==> config.mk <==
export PLATFORM = sky130hd
export DESIGN_NAME = mcpu_ctrl_flat
export DESIGN_NICKNAME = d
export VERILOG_FILES = /design/src/rtl/mcpu_pkg.sv /design/src/rtl/mcpu_if.sv /design/src/rtl/mcpu_alu_dec.sv /design/src/rtl/mcpu_ctrl.sv /design/src/flat_wrapper.sv
export SDC_FILE = /design/constraint.sdc
export NUM_CORES = 1
export LEC_CHECK = 0
export CORE_MARGIN = 2
export CORE_UTILIZATION = 50
export CTS_BUF_LIST = sky130_fd_sc_hd__clkbuf_8
export CTS_CLUSTER_DIAMETER = 50
export CTS_CLUSTER_SIZE = 10
export DETAILED_ROUTE_END_ITERATION = 7
export PLACE_DENSITY = 0.86
export SYNTH_ARGS = -nofsm -noshare
export SYNTH_HDL_FRONTEND = slang
export SYNTH_SLANG_ARGS = --single-unit
==> constraint.sdc <==
create_clock -name clk -period 4 [get_ports clk]
set_input_delay 0.6 -clock clk [delete_from_list [all_inputs] [get_ports clk]]
set_output_delay 0.6 -clock clk [all_outputs]
set_load 0.01 [all_outputs]
==> src/rtl/mcpu_pkg.sv <==
// Shared definitions for the multicycle CPU controller: ALU operation codes,
// instruction field constants, FSM state encoding and instruction classes.
package mcpu_pkg;

   // ALU operation encoding shared between controller and ALU; ADD is zero
   typedef enum logic [3:0] {
      ALU_ADD  = 4'd0,
      ALU_SUB  = 4'd1,
      ALU_AND  = 4'd2,
      ALU_OR   = 4'd3,
      ALU_XOR  = 4'd4,
      ALU_NOR  = 4'd5,
      ALU_SLT  = 4'd6,
      ALU_SLTU = 4'd7,
      ALU_SLL  = 4'd8,
      ALU_SRL  = 4'd9,
      ALU_SRA  = 4'd10,
      ALU_BNE  = 4'd11,
      ALU_BGTZ = 4'd12,
      ALU_BLEZ = 4'd13,
      ALU_BLTZ = 4'd14,
      ALU_LU   = 4'd15
   } alu_op_e;

   // Controller states
   typedef enum logic [3:0] {
      S_FETCH    = 4'd0,
      S_DECODE   = 4'd1,
      S_EXEC_R   = 4'd2,
      S_EXEC_I   = 4'd3,
      S_MEM_ADDR = 4'd4,
      S_MEM_RD   = 4'd5,
      S_MEM_WB   = 4'd6,
      S_MEM_WR   = 4'd7,
      S_ALU_WB   = 4'd8,
      S_BRANCH   = 4'd9,
      S_JUMP     = 4'd10
   } state_e;

   // Coarse instruction class used to pick the state after DECODE
   typedef enum logic [2:0] {
      CLS_RTYPE   = 3'd0,
      CLS_IMM     = 3'd1,
      CLS_MEM     = 3'd2,
      CLS_BRANCH  = 3'd3,
      CLS_JUMP    = 3'd4,
      CLS_ILLEGAL = 3'd5
   } instr_class_e;

   // Primary opcodes, IR[31:26]
   localparam logic [5:0] OP_RTYPE  = 6'h00;
   localparam logic [5:0] OP_REGIMM = 6'h01;
   localparam logic [5:0] OP_J      = 6'h02;
   localparam logic [5:0] OP_JAL    = 6'h03;
   localparam logic [5:0] OP_BEQ    = 6'h04;
   localparam logic [5:0] OP_BNE    = 6'h05;
   localparam logic [5:0] OP_BLEZ   = 6'h06;
   localparam logic [5:0] OP_BGTZ   = 6'h07;
   localparam logic [5:0] OP_ADDI   = 6'h08;
   localparam logic [5:0] OP_ADDIU  = 6'h09;
   localparam logic [5:0] OP_SLTI   = 6'h0A;
   localparam logic [5:0] OP_SLTIU  = 6'h0B;
   localparam logic [5:0] OP_ANDI   = 6'h0C;
   localparam logic [5:0] OP_ORI    = 6'h0D;
   localparam logic [5:0] OP_XORI   = 6'h0E;
   localparam logic [5:0] OP_LUI    = 6'h0F;
   localparam logic [5:0] OP_LW     = 6'h23;
   localparam logic [5:0] OP_SW     = 6'h2B;

   // R-type function codes, IR[5:0]
   localparam logic [5:0] F_SLL  = 6'h00;
   localparam logic [5:0] F_SRL  = 6'h02;
   localparam logic [5:0] F_SRA  = 6'h03;
   localparam logic [5:0] F_JR   = 6'h08;
   localparam logic [5:0] F_ADD  = 6'h20;
   localparam logic [5:0] F_ADDU = 6'h21;
   localparam logic [5:0] F_SUB  = 6'h22;
   localparam logic [5:0] F_SUBU = 6'h23;
   localparam logic [5:0] F_AND  = 6'h24;
   localparam logic [5:0] F_OR   = 6'h25;
   localparam logic [5:0] F_XOR  = 6'h26;
   localparam logic [5:0] F_NOR  = 6'h27;
   localparam logic [5:0] F_SLT  = 6'h2A;
   localparam logic [5:0] F_SLTU = 6'h2B;

   // Datapath mux selector encodings
   localparam logic [1:0] ASRC_PC      = 2'd0;
   localparam logic [1:0] ASRC_RS      = 2'd1;
   localparam logic [1:0] ASRC_SHAMT   = 2'd2;
   localparam logic [1:0] BSRC_RT      = 2'd0;
   localparam logic [1:0] BSRC_FOUR    = 2'd1;
   localparam logic [1:0] BSRC_IMM     = 2'd2;
   localparam logic [1:0] BSRC_IMM_SH2 = 2'd3;
   localparam logic [1:0] PCSRC_ALU    = 2'd0;
   localparam logic [1:0] PCSRC_ALUOUT = 2'd1;
   localparam logic [1:0] PCSRC_JUMP   = 2'd2;
   localparam logic [1:0] PCSRC_RS     = 2'd3;
   localparam logic [1:0] REGDST_RT    = 2'd0;
   localparam logic [1:0] REGDST_RD    = 2'd1;
   localparam logic [1:0] REGDST_R31   = 2'd2;

   // Maps an instruction onto the execution path it takes after DECODE.
   // JR lives in the R-type space but behaves as a jump; REGIMM only
   // defines the BLTZ (rt=0) and BGEZ (rt=1) variants.
   function automatic instr_class_e classify(input logic [5:0] opcode,
                                             input logic [5:0] funct,
                                             input logic [4:0] rt);
      instr_class_e cls;
      cls = CLS_ILLEGAL;
      case (opcode)
         OP_RTYPE:  cls = (funct == F_JR) ? CLS_JUMP : CLS_RTYPE;
         OP_REGIMM: cls = (rt[4:1] == 4'd0) ? CLS_BRANCH : CLS_ILLEGAL;
         OP_J, OP_JAL: cls = CLS_JUMP;
         OP_BEQ, OP_BNE, OP_BLEZ, OP_BGTZ: cls = CLS_BRANCH;
         OP_ADDI, OP_ADDIU, OP_SLTI, OP_SLTIU,
         OP_ANDI, OP_ORI, OP_XORI, OP_LUI: cls = CLS_IMM;
         OP_LW, OP_SW: cls = CLS_MEM;
         default: cls = CLS_ILLEGAL;
      endcase
      return cls;
   endfunction

endpackage

==> src/rtl/mcpu_if.sv <==
// Bundle between the multicycle controller and its datapath/memory.
// The master side is the controller; the slave side is the datapath.
interface mcpu_if;
   logic [5:0] opcode;
   logic [5:0] funct;
   logic [4:0] rt;
   logic       zero;
   logic       mem_ready;

   logic       pc_write;
   logic       pc_write_cond;
   logic       i_or_d;
   logic       mem_read;
   logic       mem_write;
   logic       ir_write;
   logic       reg_write;
   logic       mem_to_reg;
   logic       ext_zero;
   logic [1:0] reg_dst;
   logic [1:0] alu_src_a;
   logic [1:0] alu_src_b;
   logic [3:0] alu_op;
   logic [1:0] pc_source;
   logic       illegal;
   logic       mem_timeout;

   modport master (
      input  opcode, funct, rt, zero, mem_ready,
      output pc_write, pc_write_cond, i_or_d, mem_read, mem_write, ir_write,
             reg_write, mem_to_reg, ext_zero, reg_dst, alu_src_a, alu_src_b,
             alu_op, pc_source, illegal, mem_timeout
   );

   modport slave (
      output opcode, funct, rt, zero, mem_ready,
      input  pc_write, pc_write_cond, i_or_d, mem_read, mem_write, ir_write,
             reg_write, mem_to_reg, ext_zero, reg_dst, alu_src_a, alu_src_b,
             alu_op, pc_source, illegal, mem_timeout
   );
endinterface

==> src/rtl/mcpu_alu_dec.sv <==
// ALU decoder: translates opcode/funct/rt into the ALU operation, the
// immediate extension mode and a flag saying the encoding is supported.
module mcpu_alu_dec
   import mcpu_pkg::*;
(
   input  logic [5:0] opcode,
   input  logic [5:0] funct,
   input  logic [4:0] rt,
   output alu_op_e    alu_op,
   output logic       ext_zero,
   output logic       legal
);

   // Pure lookup; anything not listed is reported as not legal
   always_comb begin
      alu_op   = ALU_ADD;
      ext_zero = 1'b0;
      legal    = 1'b1;
      case (opcode)
         OP_RTYPE: begin
            case (funct)
               F_SLL:         alu_op = ALU_SLL;
               F_SRL:         alu_op = ALU_SRL;
               F_SRA:         alu_op = ALU_SRA;
               F_JR:          alu_op = ALU_ADD;
               F_ADD, F_ADDU: alu_op = ALU_ADD;
               F_SUB, F_SUBU: alu_op = ALU_SUB;
               F_AND:         alu_op = ALU_AND;
               F_OR:          alu_op = ALU_OR;
               F_XOR:         alu_op = ALU_XOR;
               F_NOR:         alu_op = ALU_NOR;
               F_SLT:         alu_op = ALU_SLT;
               F_SLTU:        alu_op = ALU_SLTU;
               default:       legal  = 1'b0;
            endcase
         end
         OP_REGIMM: begin
            alu_op = ALU_BLTZ;
            legal  = (rt[4:1] == 4'd0);
         end
         OP_J, OP_JAL, OP_LW, OP_SW: alu_op = ALU_ADD;
         OP_BEQ:   alu_op = ALU_SUB;
         OP_BNE:   alu_op = ALU_BNE;
         OP_BLEZ:  alu_op = ALU_BLEZ;
         OP_BGTZ:  alu_op = ALU_BGTZ;
         OP_ADDI, OP_ADDIU: alu_op = ALU_ADD;
         OP_SLTI:  alu_op = ALU_SLT;
         OP_SLTIU: alu_op = ALU_SLTU;
         OP_ANDI: begin
            alu_op   = ALU_AND;
            ext_zero = 1'b1;
         end
         OP_ORI: begin
            alu_op   = ALU_OR;
            ext_zero = 1'b1;
         end
         OP_XORI: begin
            alu_op   = ALU_XOR;
            ext_zero = 1'b1;
         end
         OP_LUI:   alu_op = ALU_LU;
         default:  legal  = 1'b0;
      endcase
   end

endmodule

==> src/rtl/mcpu_ctrl.sv <==
// Multicycle CPU control FSM. Sequences fetch, decode, execute, memory and
// write-back, stalls on mem_ready and flags long memory waits. All control
// outputs are forced low while rst_n is held low. MEM_WAIT_MAX must be >= 1.
module mcpu_ctrl
   import mcpu_pkg::*;
#(
   parameter int MEM_WAIT_MAX = 15
)
(
   input logic   clk,
   input logic   rst_n,
   mcpu_if.master bus
);

   localparam int WAIT_W = $clog2(MEM_WAIT_MAX + 1);
   localparam logic [WAIT_W-1:0] WAIT_MAX  = WAIT_W'(MEM_WAIT_MAX);
   localparam logic [WAIT_W-1:0] WAIT_LAST = WAIT_W'(MEM_WAIT_MAX - 1);

   state_e            state_q, state_d;
   logic [WAIT_W-1:0] wait_q, wait_d;

   alu_op_e      dec_alu_op;
   logic         dec_ext_zero;
   logic         dec_legal;
   instr_class_e cls;
   logic         is_shift;

   logic       pc_write, pc_write_cond, i_or_d, mem_read, mem_write, ir_write;
   logic       reg_write, mem_to_reg, ext_zero, illegal, mem_timeout;
   logic [1:0] reg_dst, alu_src_a, alu_src_b, pc_source;
   alu_op_e    alu_op;
   logic       waiting;

   mcpu_alu_dec u_alu_dec (
      .opcode   (bus.opcode),
      .funct    (bus.funct),
      .rt       (bus.rt),
      .alu_op   (dec_alu_op),
      .ext_zero (dec_ext_zero),
      .legal    (dec_legal)
   );

   assign cls      = classify(bus.opcode, bus.funct, bus.rt);
   assign is_shift = (bus.funct == F_SLL) || (bus.funct == F_SRL) ||
                     (bus.funct == F_SRA);

   // Next state, Moore/Mealy control outputs and memory wait counting
   always_comb begin
      state_d       = state_q;
      wait_d        = '0;
      waiting       = 1'b0;
      pc_write      = 1'b0;
      pc_write_cond = 1'b0;
      i_or_d        = 1'b0;
      mem_read      = 1'b0;
      mem_write     = 1'b0;
      ir_write      = 1'b0;
      reg_write     = 1'b0;
      mem_to_reg    = 1'b0;
      ext_zero      = 1'b0;
      reg_dst       = REGDST_RT;
      alu_src_a     = ASRC_PC;
      alu_src_b     = BSRC_RT;
      alu_op        = ALU_ADD;
      pc_source     = PCSRC_ALU;
      illegal       = 1'b0;
      mem_timeout   = 1'b0;

      case (state_q)
         S_FETCH: begin
            mem_read  = 1'b1;
            alu_src_a = ASRC_PC;
            alu_src_b = BSRC_FOUR;
            waiting   = 1'b1;
            if (bus.mem_ready) begin
               ir_write  = 1'b1;
               pc_write  = 1'b1;
               pc_source = PCSRC_ALU;
               state_d   = S_DECODE;
            end
         end
         S_DECODE: begin
            alu_src_a = ASRC_PC;
            alu_src_b = BSRC_IMM_SH2;
            case (cls)
               CLS_RTYPE:  state_d = S_EXEC_R;
               CLS_IMM:    state_d = S_EXEC_I;
               CLS_MEM:    state_d = S_MEM_ADDR;
               CLS_BRANCH: state_d = S_BRANCH;
               CLS_JUMP:   state_d = S_JUMP;
               default: begin
                  illegal = 1'b1;
                  state_d = S_FETCH;
               end
            endcase
         end
         S_EXEC_R: begin
            alu_src_a = is_shift ? ASRC_SHAMT : ASRC_RS;
            alu_src_b = BSRC_RT;
            alu_op    = dec_alu_op;
            if (dec_legal) begin
               state_d = S_ALU_WB;
            end else begin
               illegal = 1'b1;
               state_d = S_FETCH;
            end
         end
         S_EXEC_I: begin
            alu_src_a = ASRC_RS;
            alu_src_b = BSRC_IMM;
            alu_op    = dec_alu_op;
            ext_zero  = dec_ext_zero;
            state_d   = S_ALU_WB;
         end
         S_ALU_WB: begin
            reg_write = 1'b1;
            reg_dst   = (bus.opcode == OP_RTYPE) ? REGDST_RD : REGDST_RT;
            state_d   = S_FETCH;
         end
         S_MEM_ADDR: begin
            alu_src_a = ASRC_RS;
            alu_src_b = BSRC_IMM;
            state_d   = (bus.opcode == OP_LW) ? S_MEM_RD : S_MEM_WR;
         end
         S_MEM_RD: begin
            i_or_d   = 1'b1;
            mem_read = 1'b1;
            waiting  = 1'b1;
            if (bus.mem_ready) state_d = S_MEM_WB;
         end
         S_MEM_WB: begin
            reg_write  = 1'b1;
            mem_to_reg = 1'b1;
            reg_dst    = REGDST_RT;
            state_d    = S_FETCH;
         end
         S_MEM_WR: begin
            i_or_d    = 1'b1;
            mem_write = 1'b1;
            waiting   = 1'b1;
            if (bus.mem_ready) state_d = S_FETCH;
         end
         S_BRANCH: begin
            alu_src_a     = ASRC_RS;
            alu_src_b     = BSRC_RT;
            alu_op        = dec_alu_op;
            pc_write_cond = 1'b1;
            pc_source     = PCSRC_ALUOUT;
            state_d       = S_FETCH;
         end
         S_JUMP: begin
            pc_write = 1'b1;
            if (bus.opcode == OP_RTYPE) begin
               pc_source = PCSRC_RS;
            end else begin
               pc_source = PCSRC_JUMP;
            end
            if (bus.opcode == OP_JAL) begin
               reg_write  = 1'b1;
               reg_dst    = REGDST_R31;
               mem_to_reg = 1'b0;
            end
            state_d = S_FETCH;
         end
         default: state_d = S_FETCH;
      endcase

      // The counter holds the number of stalled cycles in this state; the
      // pulse fires on the stall that brings it to the limit, then it sticks
      if (waiting && !bus.mem_ready) begin
         wait_d      = (wait_q == WAIT_MAX) ? wait_q : wait_q + 1'b1;
         mem_timeout = (wait_q == WAIT_LAST);
      end

      if (!rst_n) begin
         pc_write      = 1'b0;
         pc_write_cond = 1'b0;
         i_or_d        = 1'b0;
         mem_read      = 1'b0;
         mem_write     = 1'b0;
         ir_write      = 1'b0;
         reg_write     = 1'b0;
         mem_to_reg    = 1'b0;
         ext_zero      = 1'b0;
         reg_dst       = REGDST_RT;
         alu_src_a     = ASRC_PC;
         alu_src_b     = BSRC_RT;
         alu_op        = ALU_ADD;
         pc_source     = PCSRC_ALU;
         illegal       = 1'b0;
         mem_timeout   = 1'b0;
      end
   end

   // State and wait counter registers
   always_ff @(posedge clk or negedge rst_n) begin
      if (!rst_n) begin
         state_q <= S_FETCH;
         wait_q  <= '0;
      end else begin
         state_q <= state_d;
         wait_q  <= wait_d;
      end
   end

   assign bus.pc_write      = pc_write;
   assign bus.pc_write_cond = pc_write_cond;
   assign bus.i_or_d        = i_or_d;
   assign bus.mem_read      = mem_read;
   assign bus.mem_write     = mem_write;
   assign bus.ir_write      = ir_write;
   assign bus.reg_write     = reg_write;
   assign bus.mem_to_reg    = mem_to_reg;
   assign bus.ext_zero      = ext_zero;
   assign bus.reg_dst       = reg_dst;
   assign bus.alu_src_a     = alu_src_a;
   assign bus.alu_src_b     = alu_src_b;
   assign bus.alu_op        = alu_op;
   assign bus.pc_source     = pc_source;
   assign bus.illegal       = illegal;
   assign bus.mem_timeout   = mem_timeout;

endmodule

==> src/flat_wrapper.sv <==
// flat-port wrapper written by rule: the top's interface ports become plain ports
module mcpu_ctrl_flat import mcpu_pkg::*;
#(
   parameter int MEM_WAIT_MAX = 15
)
  (clk, rst_n, bus_opcode, bus_funct, bus_rt, bus_zero, bus_mem_ready, bus_pc_write, bus_pc_write_cond, bus_i_or_d, bus_mem_read, bus_mem_write, bus_ir_write, bus_reg_write, bus_mem_to_reg, bus_ext_zero, bus_reg_dst, bus_alu_src_a, bus_alu_src_b, bus_alu_op, bus_pc_source, bus_illegal, bus_mem_timeout);
  mcpu_if bus_i ();
  input logic clk;
  input logic rst_n;
  input wire logic [$bits(bus_i.opcode)-1:0] bus_opcode;
  input wire logic [$bits(bus_i.funct)-1:0] bus_funct;
  input wire logic [$bits(bus_i.rt)-1:0] bus_rt;
  input wire logic [$bits(bus_i.zero)-1:0] bus_zero;
  input wire logic [$bits(bus_i.mem_ready)-1:0] bus_mem_ready;
  output wire logic [$bits(bus_i.pc_write)-1:0] bus_pc_write;
  output wire logic [$bits(bus_i.pc_write_cond)-1:0] bus_pc_write_cond;
  output wire logic [$bits(bus_i.i_or_d)-1:0] bus_i_or_d;
  output wire logic [$bits(bus_i.mem_read)-1:0] bus_mem_read;
  output wire logic [$bits(bus_i.mem_write)-1:0] bus_mem_write;
  output wire logic [$bits(bus_i.ir_write)-1:0] bus_ir_write;
  output wire logic [$bits(bus_i.reg_write)-1:0] bus_reg_write;
  output wire logic [$bits(bus_i.mem_to_reg)-1:0] bus_mem_to_reg;
  output wire logic [$bits(bus_i.ext_zero)-1:0] bus_ext_zero;
  output wire logic [$bits(bus_i.reg_dst)-1:0] bus_reg_dst;
  output wire logic [$bits(bus_i.alu_src_a)-1:0] bus_alu_src_a;
  output wire logic [$bits(bus_i.alu_src_b)-1:0] bus_alu_src_b;
  output wire logic [$bits(bus_i.alu_op)-1:0] bus_alu_op;
  output wire logic [$bits(bus_i.pc_source)-1:0] bus_pc_source;
  output wire logic [$bits(bus_i.illegal)-1:0] bus_illegal;
  output wire logic [$bits(bus_i.mem_timeout)-1:0] bus_mem_timeout;
  assign bus_i.opcode = bus_opcode;
  assign bus_i.funct = bus_funct;
  assign bus_i.rt = bus_rt;
  assign bus_i.zero = bus_zero;
  assign bus_i.mem_ready = bus_mem_ready;
  assign bus_pc_write = bus_i.pc_write;
  assign bus_pc_write_cond = bus_i.pc_write_cond;
  assign bus_i_or_d = bus_i.i_or_d;
  assign bus_mem_read = bus_i.mem_read;
  assign bus_mem_write = bus_i.mem_write;
  assign bus_ir_write = bus_i.ir_write;
  assign bus_reg_write = bus_i.reg_write;
  assign bus_mem_to_reg = bus_i.mem_to_reg;
  assign bus_ext_zero = bus_i.ext_zero;
  assign bus_reg_dst = bus_i.reg_dst;
  assign bus_alu_src_a = bus_i.alu_src_a;
  assign bus_alu_src_b = bus_i.alu_src_b;
  assign bus_alu_op = bus_i.alu_op;
  assign bus_pc_source = bus_i.pc_source;
  assign bus_illegal = bus_i.illegal;
  assign bus_mem_timeout = bus_i.mem_timeout;
  mcpu_ctrl #(.MEM_WAIT_MAX(MEM_WAIT_MAX)) u_core (.clk(clk), .rst_n(rst_n), .bus(bus_i));
endmodule
==> metrics <==
Reg clk slew, reported paths 40 ps; first-pass GRT wire length 5690 um; crit path from bus_opcode[3]; sequential area share after synthesis 16.8%; Pint 301 uW; CP endpoint kind primary output; final non-filler cell total 237; Net Sw Frac 40.8%; Residual DRC 0; clock latency on the worst-skew pair 220 ps; cell area after layout 1650 um2; RD Place Congestion 0.912; share of layout cells above drive strength 1 8.13%; sw power 208 uW; Register-to-Register Path Depth 5; area of the mapped netlist 1190 um2; H-tree depth 1; Slew HR 60.0%; Max Cap Viol 0; Post-DP Area 1610 um2; Async SR Flop Fraction 100%; drt initial violations 60; CTS Root Cell clkbuf_8; # Post-CTS Setup Buffers 0; Seq cells post-synth 8; total negative slack 0 ps; initial antenna violation count 0; Arrival @ worst endpoint 2990 ps; NumNets Final 234; crit path to bus_illegal; worst setup path class in -> out; WL final 3370 um; final-report hold violation count 0; Worst Hold Class reg -> reg; Initial DRT Pass Iterations 4; via count 1431; Die Ht 52.8 um; crit-path max FO 15; reg2reg end u_core.state_q[0]$_DFFE_PN0P_; Port Buf Inserts 41; Cells after DPL 234; Rows 17; syn_nets 196; Yosys warning count 0; grt met2 use 46.3%; largest net degree at the start of global routing 18; part of the power in the clock network 18.2%; Tmin final 3590 ps; Layout Utilization 74.0%; commonest non-fill, non-tap cells in the layout clkdlybuf4s50_1, nor2_1, nand2_1; Syn-to-layout area delta 38.8%; Power Density 308 nW/um2; R2R Setup Slk 2210 ps; Final Skew 4.74 ps; core area 2230 um2; CTS Hold Bufs 0; max frequency 279 MHz; # setup viols final 0; RSZ-0062 raised after global routing false; DPL Wire Length 2590 um; deepest clock path buffer count 2; Starting Density 53.3%; Critical Path Start Type input port; Global Route Usage Sum 26.9%; Post-CTS Resized 0; status finished, final reports clean; Final ANT Viol Nets 0; Die Wd 52.8 um; Synth Instances 173; leading cell type in the layout, fill and taps excluded clkdlybuf4s50_1; Vias/cell 6.04; Total Die Area 2790 um2; Combinational Power Share 52.7%; vias in the first global route 1313; Worst Tran Pin Value 594 ps; Pins Over Slew Limit 0; FF-to-FF Start u_core.state_q[2]$_DFFE_PN0P_; met1 Use GR 35.7%; antenna cells 0; maximum vdd drop 0.296 mV; GRT overflow 0; routed len/inst 14.2 um; Seq pwr share 29.1%; count of cell types in the netlist 49; Fillers 198; M3 GR Usage 2.29%; # IOs 44; Mean Syn Cell Area 6.89 um2; number of synthesized flops with an enable pin 0; Worst Path Required 3400 ps; P_leak 0.000607 uW; gr busiest metal met2; top_reg_cell synth dfrtp_1; period utilization 89.7%; CTS Sinks 8; CTS tree built; CTS Buf Count 3
## flip-flops by register name, indices dropped and copies added, names as in the netlist
name and flops:
u_core.state_q 4, u_core.wait_q 4
## cell usage after synthesis, types with 3 or more instances
| cell type | number | area, um2 |
|---|---|---|
| nand2_1 | 17 | 63.8 |
| nor2_1 | 17 | 63.8 |
| a21oi_1 | 14 | 70.1 |
| nor3_1 | 13 | 65.1 |
| nand2b_1 | 11 | 68.8 |
| dfrtp_1 | 8 | 200 |
| clkbuf_1 | 7 | 26.3 |
| o21ai_0 | 7 | 35.0 |
| nor3b_1 | 6 | 45.0 |
| inv_1 | 5 | 18.8 |
| nor4_1 | 5 | 31.3 |
| nor2b_1 | 4 | 25.0 |
| or2_2 | 4 | 25.0 |
| and2_1 | 3 | 18.8 |
| nand3_1 | 3 | 15.0 |
| xnor2_1 | 3 | 26.3 |
| xor2_1 | 3 | 26.3 |
## power by group through the flow
stage,Sequential (uW),Clock (uW),Combinational [uW]
after global routing,153,98.4,296
final,148,92.6,268
after detailed placement,148,0,265
after global placement,146,0,255
after CTS,146,95.0,267
after floorplan,113,0,197
## worst max-delay path, cell delays in order
cell	delay (ps)
clkdlybuf4s50_1	420
buf_4	190
nor4_1	550
nand4_1	210
nand4bb_1	250
a32o_1	210
clkdlybuf4s50_1	540
## through the flow
stage | setup slack [ps] | power (uW) | hold WS [ps]
final | 413 | 509 | 613
after global routing | 242 | 547 | 671
after CTS | 429 | 509 | 613
after detailed placement | 442 | 413 | 607
after global placement | 463 | 401 | 598
after floorplan | 1450 | 310 | 304
## routing by layer
metal  wire length, um  vias up
li1                  -      713
met1              1530      668
met2              1630       48
met3               194        2
met4                 9        0
met5                 0        -
## cell families after synthesis
family / count (synthesis) / synth area share, %
muxes: 1 / 0.945
adders and majority gates: 2 / 2.10
and+or+nand+nor: 95 / 44.2
AOI/OAI and AO/OA: 45 / 25.9
xor gates and xnor gates: 6 / 4.41
DFF: 8 / 16.8
buffers and inverters: 16 / 5.57
## worst min path at each step
stage / startpoint / cells past startpoint / to
2_1_floorplan: rst_n / 0 / u_core.state_q[0]$_DFFE_PN0P_
3_3_place_gp: u_core.wait_q[3]$_DFFE_PN0P_ / 2 / u_core.wait_q[2]$_DFFE_PN0P_
3_5_place_dp: u_core.wait_q[2]$_DFFE_PN0P_ / 2 / u_core.wait_q[2]$_DFFE_PN0P_
4_1_cts: u_core.wait_q[3]$_DFFE_PN0P_ / 2 / u_core.wait_q[2]$_DFFE_PN0P_
5_1_grt: u_core.wait_q[3]$_DFFE_PN0P_ / 2 / u_core.wait_q[3]$_DFFE_PN0P_
6_report: u_core.wait_q[2]$_DFFE_PN0P_ / 2 / u_core.wait_q[2]$_DFFE_PN0P_
## cell type report
cell class	instances	area (um2)	share of cell area [%]
Clock buffer	3	41.3	2.50
Inverter	5	18.8	1.14
Multi-Input combinational cell	149	925	55.9
Sequential cell	8	200	12.1
Tap cell	28	35.0	2.12
Timing Repair Buffer	44	433	26.2
Power figures use the tool's default switching activity.
